### config.mk
export PLATFORM = sky130hd
export DESIGN_NAME = tbird_controller
export DESIGN_NICKNAME = d
export VERILOG_FILES = /design/src/rtl/tbird_pkg.sv /design/src/rtl/tbird_tick.sv /design/src/rtl/tbird_controller.sv
export SDC_FILE = /design/constraint.sdc
export NUM_CORES = 1
export LEC_CHECK = 0
export BUFFER_PORTS_ARGS = -buffer_cell sky130_fd_sc_hd__buf_2
export CAP_MARGIN = 10
export CORE_AREA = 4 4 41 43
export CTS_CLUSTER_DIAMETER = 150
export DETAILED_ROUTE_END_ITERATION = 12
export DIE_AREA = 0 0 45 47
export GPL_TIMING_DRIVEN = 0
export MAX_ROUTING_LAYER = met4
export PLACE_DENSITY = 0.64
export SLEW_MARGIN = 10
export SYNTH_ARGS = -nofsm -noshare
export SYNTH_HDL_FRONTEND = slang
export SYNTH_SLANG_ARGS = --single-unit
### constraint.sdc
create_clock -name clk -period 4.1 [get_ports clk]
set_input_delay 0.205 -clock clk [delete_from_list [all_inputs] [get_ports clk]]
set_output_delay 0.205 -clock clk [all_outputs]
set_load 0.02 [all_outputs]
### src/rtl/tbird_pkg.sv
// Shared types and lamp patterns for the Thunderbird tail-light controller.
package tbird_pkg;

    typedef enum logic [2:0] {
        IDLE = 3'd0,
        L1   = 3'd1,
        L2   = 3'd2,
        L3   = 3'd3,
        R1   = 3'd4,
        R2   = 3'd5,
        R3   = 3'd6,
        HAZ  = 3'd7
    } state_t;

    // Bank patterns; bit0 is the innermost lamp, bit2 the outermost.
    localparam logic [2:0] LAMP_OFF = 3'b000;
    localparam logic [2:0] LAMP_1   = 3'b001;
    localparam logic [2:0] LAMP_2   = 3'b011;
    localparam logic [2:0] LAMP_3   = 3'b111;

endpackage

### src/rtl/tbird_tick.sv
// Prescaler: counts 0..TICK_DIV-1 and flags the last count as the sequencer tick.
module tbird_tick #(
    parameter int TICK_DIV = 1
) (
    input  logic clk,
    input  logic reset,
    output logic tick
);

    localparam int CW = (TICK_DIV > 1) ? $clog2(TICK_DIV) : 1;
    localparam logic [CW-1:0] LAST = CW'(TICK_DIV - 1);

    logic [CW-1:0] count_q;
    logic [CW-1:0] count_d;

    assign tick = (count_q == LAST);

    // Wrap to zero on the tick, otherwise increment.
    always_comb begin
        count_d = tick ? '0 : count_q + 1'b1;
    end

    // Counter register with synchronous reset.
    always_ff @(posedge clk) begin
        if (reset) begin
            count_q <= '0;
        end else begin
            count_q <= count_d;
        end
    end

endmodule

### src/rtl/tbird_controller.sv
// Thunderbird tail-light controller: turn sequencing, hazard flash and brake overlay.
module tbird_controller
    import tbird_pkg::*;
#(
    parameter int TICK_DIV = 1
) (
    input  logic       clk,
    input  logic       reset,
    input  logic       left,
    input  logic       right,
    input  logic       hazard,
    input  logic       brake,
    output logic [2:0] lamp_l,
    output logic [2:0] lamp_r
);

    logic       tick;
    state_t     state_q;
    state_t     state_d;
    logic [2:0] lamp_l_q;
    logic [2:0] lamp_l_d;
    logic [2:0] lamp_r_q;
    logic [2:0] lamp_r_d;

    tbird_tick #(
        .TICK_DIV (TICK_DIV)
    ) u_tick (
        .clk   (clk),
        .reset (reset),
        .tick  (tick)
    );

    // Next state: requests are only decoded from IDLE; sequences always run to completion.
    always_comb begin
        state_d = state_q;
        if (tick) begin
            case (state_q)
                IDLE: begin
                    if (hazard || (left && right)) state_d = HAZ;
                    else if (left)                 state_d = L1;
                    else if (right)                state_d = R1;
                    else                           state_d = IDLE;
                end
                L1:      state_d = L2;
                L2:      state_d = L3;
                R1:      state_d = R2;
                R2:      state_d = R3;
                default: state_d = IDLE; // L3, R3, HAZ
            endcase
        end
    end

    // Lamp decode of the upcoming state; brake lights any bank not sequencing a turn.
    always_comb begin
        lamp_l_d = brake ? LAMP_3 : LAMP_OFF;
        lamp_r_d = brake ? LAMP_3 : LAMP_OFF;
        case (state_d)
            L1:  lamp_l_d = LAMP_1;
            L2:  lamp_l_d = LAMP_2;
            L3:  lamp_l_d = LAMP_3;
            R1:  lamp_r_d = LAMP_1;
            R2:  lamp_r_d = LAMP_2;
            R3:  lamp_r_d = LAMP_3;
            HAZ: begin
                lamp_l_d = LAMP_3;
                lamp_r_d = LAMP_3;
            end
            default: ; // IDLE keeps the brake-only pattern
        endcase
    end

    // State and registered lamp outputs; lamps update every clk so brake is tick-independent.
    always_ff @(posedge clk) begin
        if (reset) begin
            state_q  <= IDLE;
            lamp_l_q <= LAMP_OFF;
            lamp_r_q <= LAMP_OFF;
        end else begin
            state_q  <= state_d;
            lamp_l_q <= lamp_l_d;
            lamp_r_q <= lamp_r_d;
        end
    end

    assign lamp_l = lamp_l_q;
    assign lamp_r = lamp_r_q;

endmodule

# Word-level counts from Yosys, hierarchy flattened
# Cells that the tools add are included.
classes:
  n_reduce_logical: 6
  mux: 8
  add_sub_neg: 1
  n_bitwise: 1
  n_eq_ne: 11
ops:
  columns: ["op", "n"]
  rows:
  - ["$eq A3 B3 Y1 const B", 6]
  - ["$pmux W3 S3", 2]
  - ["$mux W3", 5]
  - ["$pmux W3 S5", 1]
  - ["$eq A3 B2 Y1 const B", 3]
  - ["$eq A3 B1 Y1 const B", 2]
  - ["$reduce_or A2 Y1", 3]
  - ["$logic_not A3 Y1", 1]
  - ["$add A1 B1 Y1 const B", 1]
  - ["$logic_and A1 B1 Y1", 1]
  - ["$logic_or A1 B1 Y1", 1]
  - ["$not A1 Y1", 1]
totals:
  inputBits: 6
  regBits: 10

# Logic depth before layout (Yosys ltp)
# Gate-level depths: netlist of the first run.
logic_depth:
  word_depth: 8
  depth_mapped: 6

# Hierarchy
# A second synthesis of the first run with hierarchy kept.
hier_totals:
  cells_unflattened: 49
  area_unflattened_um2: 452.9
modules_own_cells:
  columns: ["module", "area_per_inst_um2", "instances", "cells_each", "seq_area_each_um2"]
  rows:
  - ["tbird_controller", 425.4, 1, 46, 180.2]
  - ["tbird_tick", 27.5, 1, 3, 20.0]

# Worst setup path after synthesis of the first run
# OpenSTA, ideal clock, no wires.
synth_timing:
  path_kind: "register to register"
  start: "register state_q[1]"
  end: "register lamp_l_q[0] (netlist: lamp_l[0])"
  arrival_time_ns: 1.403
  path_slack_ns: 2.568
  stages_incl_launch_ff: 5
  setup_time_ns: 0.129
  period_less_slack_ns: 1.532
  path_cell_list: "dfxtp_1 -> or4_1 -> a22o_2 -> o41ai_1 -> a31oi_1"
synth_via:
  elab_chain_cells: 6
  elab_cells_between_ends: 13
  cone_classes: "eq/ne: 8; mux: 3; reduce/logical: 2"
synth_lines:
  columns: ["item", "line_no", "text"]
  rows:
  - ["start, declared", "tbird_controller.sv:18", "state_t state_q;"]
  - ["start signal, assigned", "tbird_controller.sv:79", "state_q <= state_d;"]
  - ["$eq A3 B3 Y1 (tied with other cells)", "tbird_controller.sv:37", "case (state_q)"]
  - ["$pmux W3 S5", "tbird_controller.sv:37", null]
  - ["$mux W3 *", "tbird_controller.sv:36", "if (tick) begin"]
  - ["$eq A3 B3 Y1 or $eq A3 B2 Y1 (tied branches)", "tbird_controller.sv:57", "case (state_d)"]
  - ["$reduce_or A2 Y1 (no line)", null, null]
  - ["$pmux W3 S3 *", "tbird_controller.sv:57", null]
  - ["end signal, assigned", "tbird_controller.sv:80", "lamp_l_q <= lamp_l_d;"]
  - ["end, declared", "tbird_controller.sv:20", "logic [2:0] lamp_l_q;"]
# Every way passes the cells marked *; elsewhere a longest branch is shown, timed or not.
# A chain may end at the register's enable or synchronous reset.

# Final worst setup path of the first run
layout_timing:
  start: "register state_q[1]"
  end: "register lamp_l_q[1] (netlist: lamp_l[1])"
# The elaborated chain is that of the path after synthesis.

==> flow_summary.toml, run 1 <==
[outcome]
status = "completed"

[placed_design]
io_buffers = 10
gp_congestion = 0.754
dp_hpwl_um = 671
post_dp_cell_area_um2 = 553

[yosys]
synth_area_per_cell_um2 = 9.68
syn_nets = 56
syn-cell-area_um2 = 484
ys_types = 31
syn_inst = 50
ys_seq_area_share_pct = 41.3
yosys_register_bits = 10
yosys_warnings = 0

[floorplan]
die_y_um = 47
rows = 13
die_area_um2 = 2120
initial_core_util_pct = 37.2
io_pins = 12
core_region_area_um2 = 1300
die_x_um = 45

[route]
m1WireLength_um = 371
num_vias = 405
dr_wl_met2_um = 374
dr.pass1.iters = 2
drt-initial-drc-count = 2
wl_met3_um = 90
highest_layer = "met3"
antenna_left = 0
wl_per_cell_um = 10.7
drt_wl_total_um = 836
vias_per_cell = 5.19
drc = 0

[sta]
hold_violations = 0
drv_slew = 0
grt_setup_unrepaired = "false"
worstMarginPinSlew_ps = 549
timing.fmax_mhz = 610
setup_tns_ps = 0
fin_crit_ps = 1640
slew_headroom_pct = 63.1
layout_worst_path_cycle_share_pct = 40.0
finalSetupViolCount = 0
finClkSkew_ps = 3.05

[final_layout]
final_area_um2 = 576
syn2layout_area_growth_pct = 18.9
fill_cells = 143
finalNetCount = 71
post-route-util_pct = 44.2
drive_above_1_share_pct = 33.3
antenna_cells = 0

[setup_path]
regToRegSetupSlack_ps = 2460
worstSetupPathType = "reg -> reg"
cp.arrival_ps = 1790
worst-path-max-fanout = 7
worstPathRequired_ps = 4250
critPathLaunch = "state_q[1]"
ff2ff_path_depth = 4
rr_endpoint = "lamp_l[1]"
crit_path_end_kind = "register"
cp-endpoint = "lamp_l[1]"
cp-start-kind = "register"
r2r-start = "state_q[1]"

[clock_network]
cts.repair.resized = 0
clock_sinks = 10
htree_levels = 1
cts_tree = "yes"
clk_path_buf_depth = 2
postCtsSetupRepairBufs = 0
cts_made_buffers = 3
clk_pin_slew_worst_paths_ps = 60
clk_latency_ps = 260
ctsHoldBuffers = 0
cts_root_buf = "clkbuf_4"

[global_routing]
grt_pass1_vias = 343
grt_overflow_total = 0
grt_use_total_pct = 9.51
grt_pass1_wl_um = 1350
grt_start_max_net_pins = 11
antenna_found_initial = 0

[job]
max_cap_viol_count = 0

[power_and_ir_drop]
total_power_mw = 0.237
irDropWorstVdd_mv = 0.201
p_per_area_nw_per_um2 = 411
p_leak_nw = 0.258

[hold_path]
hold_path_class = "in -> reg"
whs_path_depth = 3
## kinds of logic after synthesis
kind of cell    count (synthesis)  synth area share, %
compound gates                 16                 27.6
buf+inv                         7                 8.78
flops                          10                 41.3
other cells                     1                0.774
simple gates                   16                 21.4
## area by class of cell
| cell class | count | area [µm²] | share of cell area (%) |
|---|---|---|---|
| inverter | 3 | 11.3 | 1.96 |
| timing repair buffer | 10 | 50.0 | 8.70 |
| tap | 15 | 18.8 | 3.26 |
| buffer | 4 | 31.3 | 5.43 |
| multi-input combinational | 33 | 241 | 42.0 |
| sequential | 10 | 200 | 34.8 |
| clock buffer | 3 | 22.5 | 3.91 |
## cells in the mapped netlist (all sizes together)
master	number	area, µm²
o41ai	1	8.76
a2111oi	1	8.76
nor3	2	10.0
nor3b	1	7.51
and3b	1	8.76
conb	1	3.75
a22o	1	10.0
and2b	1	7.51
o211ai	1	7.51
nor2	4	15.0
o31ai	1	7.51
a31oi	3	25.0
nor2b	1	6.26
a211oi	2	15.0
a22oi	1	7.51
a311oi	1	15.0
nand2b	2	20.0
o21ai	1	5.00
a21oi	1	5.00
or4	2	18.8
inv	3	11.3
nand3	2	10.0
o211a	1	10.0
buf	4	31.3
dfxtp	10	200
o31a	1	8.76
## how the worst min path moves through the flow
stage,endpoint,from,slack (ps)
global route,lamp_l[0],brake,250
CTS,lamp_l[0],brake,240
global placement,lamp_l[0],brake,510
floorplan,lamp_l[0],brake,340
detailed placement,lamp_l[0],brake,510
finish,lamp_l[0],brake,240
## stage by stage
stage,worst slack [ps],instances,hold WS [ps]
after detailed placement,2480,75,513
after floorplan,2570,50,340
after CTS,2460,78,244
after global routing,2300,78,253
final,2460,78,244
after global placement,2470,75,506
## registers in the layout (all words and copies together), names as in the netlist
name            flops
lamp_l              3
lamp_r              3
state_q             3
u_tick.count_q      1
## report_power, final
group	total (mW)	switching (mW)	internal (mW)	leakage, nW
combinational	0.0638	0.0360	0.0278	0.161
clock	0.0618	0.0282	0.0336	0.0138
sequential	0.111	0.00382	0.107	0.0835
total	0.237	0.0680	0.169	0.258
## cell usage in the layout, fill, tap and decap left out, drive strengths merged
cell / Yosys / routed
a2111oi: 1 / 1
a211oi: 2 / 2
a21oi: 1 / 1
a22o: 1 / 1
a22oi: 1 / 1
a311oi: 1 / 1
a31oi: 3 / 3
and2b: 1 / 1
and3b: 1 / 1
buf: 4 / 14
clkbuf: 0 / 3
conb: 1 / 1
dfxtp: 10 / 10
inv: 3 / 3
nand2b: 2 / 2
nand3: 2 / 2
nor2: 4 / 4
nor2b: 1 / 1
nor3: 2 / 2
nor3b: 1 / 1
o211a: 1 / 1
o211ai: 1 / 1
o21ai: 1 / 1
o31a: 1 / 1
o31ai: 1 / 1
o41ai: 1 / 1
or4: 2 / 2
## worst max-delay path, cell delays in order, from the launching register on
cell	delay (ps)
dfxtp_1	360
or4_1	550
a22oi_1	260
a31oi_1	130
o211a_1	230
## metal layers
metal / GRT usage, % / vias up
li1: - / 212
met1: 9.68 / 180
met2: 14.7 / 13
met3: 6.13 / 0
met4: 3.51 / 0
met5: - / -
Note: power is estimated with default switching activity, not from simulation.
==> run 2, diff against run 1 <==
--- a/config.mk
+++ b/config.mk
@@ -13,7 +13,7 @@
 export DIE_AREA = 0 0 45 47
 export GPL_TIMING_DRIVEN = 0
 export MAX_ROUTING_LAYER = met4
-export PLACE_DENSITY = 0.64
+export PLACE_DENSITY = 0.66
 export SLEW_MARGIN = 10
 export SYNTH_ARGS = -nofsm -noshare
 export SYNTH_HDL_FRONTEND = slang
==> constraint.sdc (replaced) <==
create_clock -name clk -period 1.41 [get_ports clk]
set_input_delay 0.0705 -clock clk [delete_from_list [all_inputs] [get_ports clk]]
set_output_delay 0.0705 -clock clk [all_outputs]
set_load 0.02 [all_outputs]
==> flow_summary.toml, run 2 (synthesis gave the netlist of run 1 again) <==
[route]
wl_per_cell_um = 12.9
drt_wl_total_um = 1070
drt-initial-drc-count = 2
wl_met3_um = 51
highest_layer = "met4"
drc = 0
m1WireLength_um = 425
dr.pass1.iters = 2
antenna_left = 0
num_vias = 438
vias_per_cell = 5.28
dr_wl_met2_um = 570

[global_routing]
grt_pass1_vias = 404
grt_overflow_total = 0
grt_use_total_pct = 12.4
antenna_found_initial = 0
grt_start_max_net_pins = 9
grt_pass1_wl_um = 1700

[outcome]
status = "complete, but fails checks"
violations = "setup timing"

[power_and_ir_drop]
comb_power_share_pct = 29.7
switching_share_pct = 29.9
power_switching_mw = 0.248
p_leak_nw = 0.302
p_per_area_nw_per_um2 = 1190
irDropWorstVdd_mv = 0.758
p_seq_share_pct = 39.5
intPower_mw = 0.581
p_clk_share_pct = 30.8

[clock_network]
ctsHoldBuffers = 0
htree_levels = 1
cts_made_buffers = 3
cts_root_buf = "clkbuf_4"
cts_tree = "yes"
clk_path_buf_depth = 2
clk_pin_slew_worst_paths_ps = 60
clk_latency_ps = 270
clock_sinks = 10

[setup_path]
worstPathCellList = "or4_4 > a22oi_2 > a31oi_4 > o211a_1"
rr_endpoint = "lamp_l[1]"
worstPathRequired_ps = 1580
r2r-start = "state_q[2]"
cp.arrival_ps = 1700
ff2ff_path_depth = 4
critPathLaunch = "state_q[2]"
cp-start-kind = "register"
max_stage_delay_ps = 520
cp_slowest_cell = "or4_4"
regToRegSetupSlack_ps = -130
worst-path-max-fanout = 3
crit_path_end_kind = "register"
cp-endpoint = "lamp_l[1]"
worstSetupPathType = "reg -> reg"

[sta]
whs_ps = 104
setup_tns_ps = -414
hold_violations = 0
fin_crit_ps = 1540
grt_setup_unrepaired = "true"
timing.fmax_mhz = 651
finClkSkew_ps = 2.47
layout_worst_path_cycle_share_pct = 109
drv_slew = 0
timing.final.ws_setup_ps = -127
finalSetupViolCount = 5

[placed_design]
pre_cts_slack_ps = -226
gp_congestion = 0.695
dp_hpwl_um = 658
io_buffers = 10

[floorplan]
die_area_um2 = 2120
die_x_um = 45
die_y_um = 47
rows = 13
io_pins = 12
core_region_area_um2 = 1300
initial_core_util_pct = 37.2

[job]
max_cap_viol_count = 0

[final_layout]
antenna_cells = 0
syn2layout_area_growth_pct = 44.2
final_common_cell = "buf_2"
finalNetCount = 75
final_cell_mix = "buf_2 (10), buf_4 (7), dfxtp_1 (6)"
post-route-util_pct = 53.7
fill_cells = 138
drive_above_1_share_pct = 55.9

[hold_path]
hold_path_class = "in -> reg"
==> run 2: changes by cell type in the layout (fill, tap and decap cells not counted), sizes merged <==
| cell | delta |
|---|---|
| clkbuf | +1 |
| buf | +4 |
==> run 2: what timing repair did <==
item,4_1_cts,5_1_grt
endpoints found under the setup margin,5,6
hold endpoints to repair,0,0
pin swaps,4,7
setup buffers,4,3
gates resized for setup,13,2
==> run 2: metal layers <==
layer  vias to the layer above  global-route usage (%)
li1                        220                       -
met1                       206                    11.1
met2                         7                    20.6
met3                         5                    6.90
met4                         0                    7.02
met5                         -                       -
==> run 2: area by class of cell <==
class	instances	area, µm²	share of cell area, %
buffer	1	3.75	0.538
clock buffer	4	36.3	5.20
inverter	3	11.3	1.61
multi-input combinational	33	315	45.2
sequential	10	210	30.1
tap	15	18.8	2.69
timing repair buffer	17	103	14.7
==> run 2: worst min path at each step <==
| stage | from | to | slack, ps | cells past startpoint |
|---|---|---|---|---|
| finish | brake | lamp_l[0] | 100 | 3 |
| CTS | brake | lamp_l[0] | 100 | 3 |
| floorplan | brake | lamp_l[0] | 210 | 2 |
| global route | brake | lamp_l[0] | 100 | 3 |
| global placement | brake | lamp_l[0] | 370 | 3 |
| detailed placement | brake | lamp_l[0] | 380 | 3 |
==> run 2: worst max-delay path, delay by kind of cell, from the launching register on <==
family,cells,cell delay (ps)
AO/OA/AOI/OAI,3,600
flip-flops,1,320
AND/OR/NAND/NOR,1,520
==> run 2: power by group through the flow <==
| stage | Clock [mW] | Combinational [mW] | Sequential (mW) |
|---|---|---|---|
| after CTS | 0.268 | 0.232 | 0.330 |
| after detailed placement | 0 | 0.194 | 0.330 |
| final | 0.255 | 0.246 | 0.327 |
| after global routing | 0.288 | 0.265 | 0.330 |
| after floorplan | 0 | 0.123 | 0.355 |
| after global placement | 0 | 0.192 | 0.329 |
==> run 2: through the flow <==
stage / std cells / instance area [µm²] / power (mW)
after global routing: 83 / 698 / 0.883
after detailed placement: 75 / 564 / 0.524
after CTS: 81 / 683 / 0.830
final: 83 / 698 / 0.828
after floorplan: 50 / 495 / 0.478
after global placement: 75 / 564 / 0.522
==> run 3, diff against run 2 <==
--- a/config.mk
+++ b/config.mk
@@ -13,8 +13,9 @@
 export DIE_AREA = 0 0 45 47
 export GPL_TIMING_DRIVEN = 0
 export MAX_ROUTING_LAYER = met4
-export PLACE_DENSITY = 0.66
+export PLACE_DENSITY = 0.64
 export SLEW_MARGIN = 10
 export SYNTH_ARGS = -nofsm -noshare
 export SYNTH_HDL_FRONTEND = slang
+export SYNTH_HIERARCHICAL = 1
 export SYNTH_SLANG_ARGS = --single-unit
==> flow_summary.toml, run 3 <==
[outcome]
status = "complete, but fails checks"
violations = "setup timing"

[yosys]
syn_nets = 55
synth-adder-area-share_pct = 0
synthTopCellsByArea = "dfxtp_1 (44%), a311oi_1 (3.9%), a21oi_1 (3.3%)"
synth.area.mux_share_pct = 0
syn-cell-area_um2 = 453
synth_top_flop_cell = "dfxtp_1"
yosys_register_bits = 10
ys_async_sr_fraction_pct = 0
yosys_warnings = 6
yosysMostFrequentCell = "dfxtp_1"
synth_top_cell_area_share_pct = 44.2
ys_seq_area_share_pct = 44.2
synth-compound-area-share_pct = 24.9
synth_common_cells = "dfxtp_1 (10), nor2_1 (4), a21oi_1 (3)"
syn_inst = 49
ys_types = 29
synth-edff-count = 0
synth_area_per_cell_um2 = 9.24
synth_area_leader_cell = "dfxtp_1"
synth-xor-area-share_pct = 0
synth_top_family_by_area = "simple AND/OR/NAND/NOR gates"
synth-simple-area-share_pct = 25.1

[final_layout]
final_cell_mix = "buf_2 (10), dfxtp_1 (6), nor2_1 (4), dfxtp_2 (4)"
antenna_cells = 0
multiInputGateArea_um2 = 294
fin_cells = 79
seq_area_um2 = 205
final_common_cell = "buf_2"
drive_above_1_share_pct = 53.1
syn2layout_area_growth_pct = 38.4
post-route-util_pct = 48.2
finalNetCount = 72
fill_cells = 130

[power_and_ir_drop]
p_seq_share_pct = 45.3
p_per_area_nw_per_um2 = 1160
p_leak_nw = 0.261
p_clk_share_pct = 24.8
intPower_mw = 0.510
irDropWorstVdd_mv = 0.627
total_power_mw = 0.728
comb_power_share_pct = 29.9
switching_share_pct = 30.0
power_switching_mw = 0.218

[route]
antenna_left = 0
vias_per_cell = 5.41
drt-initial-drc-count = 8
drc = 0
dr.pass1.iters = 4
wl_per_cell_um = 12.5
num_vias = 427
drt_wl_total_um = 985

[global_routing]
grt_overflow_total = 0
grt_start_max_net_pins = 10
grt_use_total_pct = 11.4
grt_pass1_wl_um = 1640
antenna_found_initial = 0
grt_pass1_vias = 390

[setup_path]
ff2ff_path_depth = 5
worstSetupPathType = "reg -> reg"
critPathLaunch = "u_tick/count_q"
r2r-start = "u_tick/count_q"
regToRegSetupSlack_ps = -110
cp-endpoint = "lamp_r[2]"
rr_endpoint = "lamp_r[2]"
worstPathRequired_ps = 1580
worst-path-max-fanout = 7
cp-start-kind = "register"
cp.arrival_ps = 1690
crit_path_end_kind = "register"

[placed_design]
place_inst = 74
gp_congestion = 0.721
dp_hpwl_um = 682
io_buffers = 10

[sta]
fin_crit_ps = 1520
hold_violations = 0
timing.fmax_mhz = 660
finClkSkew_ps = 0.165
layout_worst_path_cycle_share_pct = 107
drv_slew = 0
timing.final.ws_setup_ps = -105
grt_setup_unrepaired = "true"
finalSetupViolCount = 5
setup_tns_ps = -472

[clock_network]
htree_levels = 1
cts_tree = "yes"
clk_pin_slew_worst_paths_ps = 60
ctsHoldBuffers = 0
clk_latency_ps = 250
clock_sinks = 10
clk_path_buf_depth = 2
cts_made_buffers = 3
cts_root_buf = "clkbuf_4"

[floorplan]
io_pins = 12
die_y_um = 47
die_x_um = 45
core_region_area_um2 = 1300
die_area_um2 = 2120
rows = 13
initial_core_util_pct = 34.8

[job]
max_cap_viol_count = 0

[hold_path]
hold_path_class = "in -> reg"
==> run 3: changes by cell type in the layout (fill, tap and decap cells not counted), moves of 2 or more <==
cell      previous run  this run
buf_4                7         3
a211oi_2             2         0
dfxtp_2              2         4
dfxtp_4              2         0
inv_1                3         1
nand2_1              0         2
==> run 3: per-stage QoR <==
step                      setup slack, ps  hold slack, ps  cell area (µm²)
final                                -105             139              627
after global routing                 -167             134              627
after CTS                            -132             129              611
after detailed placement             -226             384              534
after global placement               -227             382              534
after floorplan                      -143             209              465
==> run 3: logic make-up (layout without fill, tap and decap cells) <==
| family | after synthesis | after routing |
|---|---|---|
| other | 1 | 1 |
| DFF | 10 | 10 |
| buffers and inverters | 4 | 19 |
| and+or+nand+nor | 20 | 20 |
| AOI/OAI and AO/OA | 14 | 14 |
==> run 3: power groups by stage <==
stage / Combinational [mW] / Sequential, mW / Clock [mW]
final: 0.218 / 0.330 / 0.181
after global routing: 0.237 / 0.334 / 0.209
after CTS: 0.208 / 0.329 / 0.188
after detailed placement: 0.179 / 0.333 / 0
after global placement: 0.176 / 0.332 / 0
after floorplan: 0.110 / 0.357 / 0
==> run 3: routing by layer <==
layer  up-vias  share of wire, %  track usage (%)
li1        212                 -                -
met1       205                38             11.1
met2         8                55             19.8
met3         2               6.1             6.90
met4         0              0.71             1.75
met5         -                 0                -
==> run 3: layout make-up <==
type / instances / share of cell area, %
repair buffers: 13 / 11.6
flip-flops and latches: 10 / 32.7
inverters: 2 / 1.60
multi-input cells: 35 / 46.9
well taps: 15 / 2.99
plain buffers: 1 / 0.599
clock buffers: 3 / 3.59
==> run 3: worst max-delay path, cell delays in order (launching register included) <==
cell,delay [ps]
dfxtp_2,330
inv_4,50
and3_4,150
or4_4,500
buf_4,160
a311oi_2,240
==> run 3: what timing repair did <==
item                       CTS  global route
setup buffers                3             0
setup endpoints to repair    5             8
gates resized for setup      9             4
pin swaps                    5             5
==> run 3: how the worst min path moves through the flow <==
stage | startpoint | to | slack (ps) | cells past startpoint
after floorplan | brake | lamp_r[0] | 210 | 2
after global placement | brake | lamp_r[0] | 380 | 3
after detailed placement | brake | lamp_r[0] | 380 | 3
after CTS | brake | lamp_l[2] | 130 | 3
after global routing | brake | lamp_l[2] | 130 | 3
final | brake | lamp_l[2] | 140 | 3
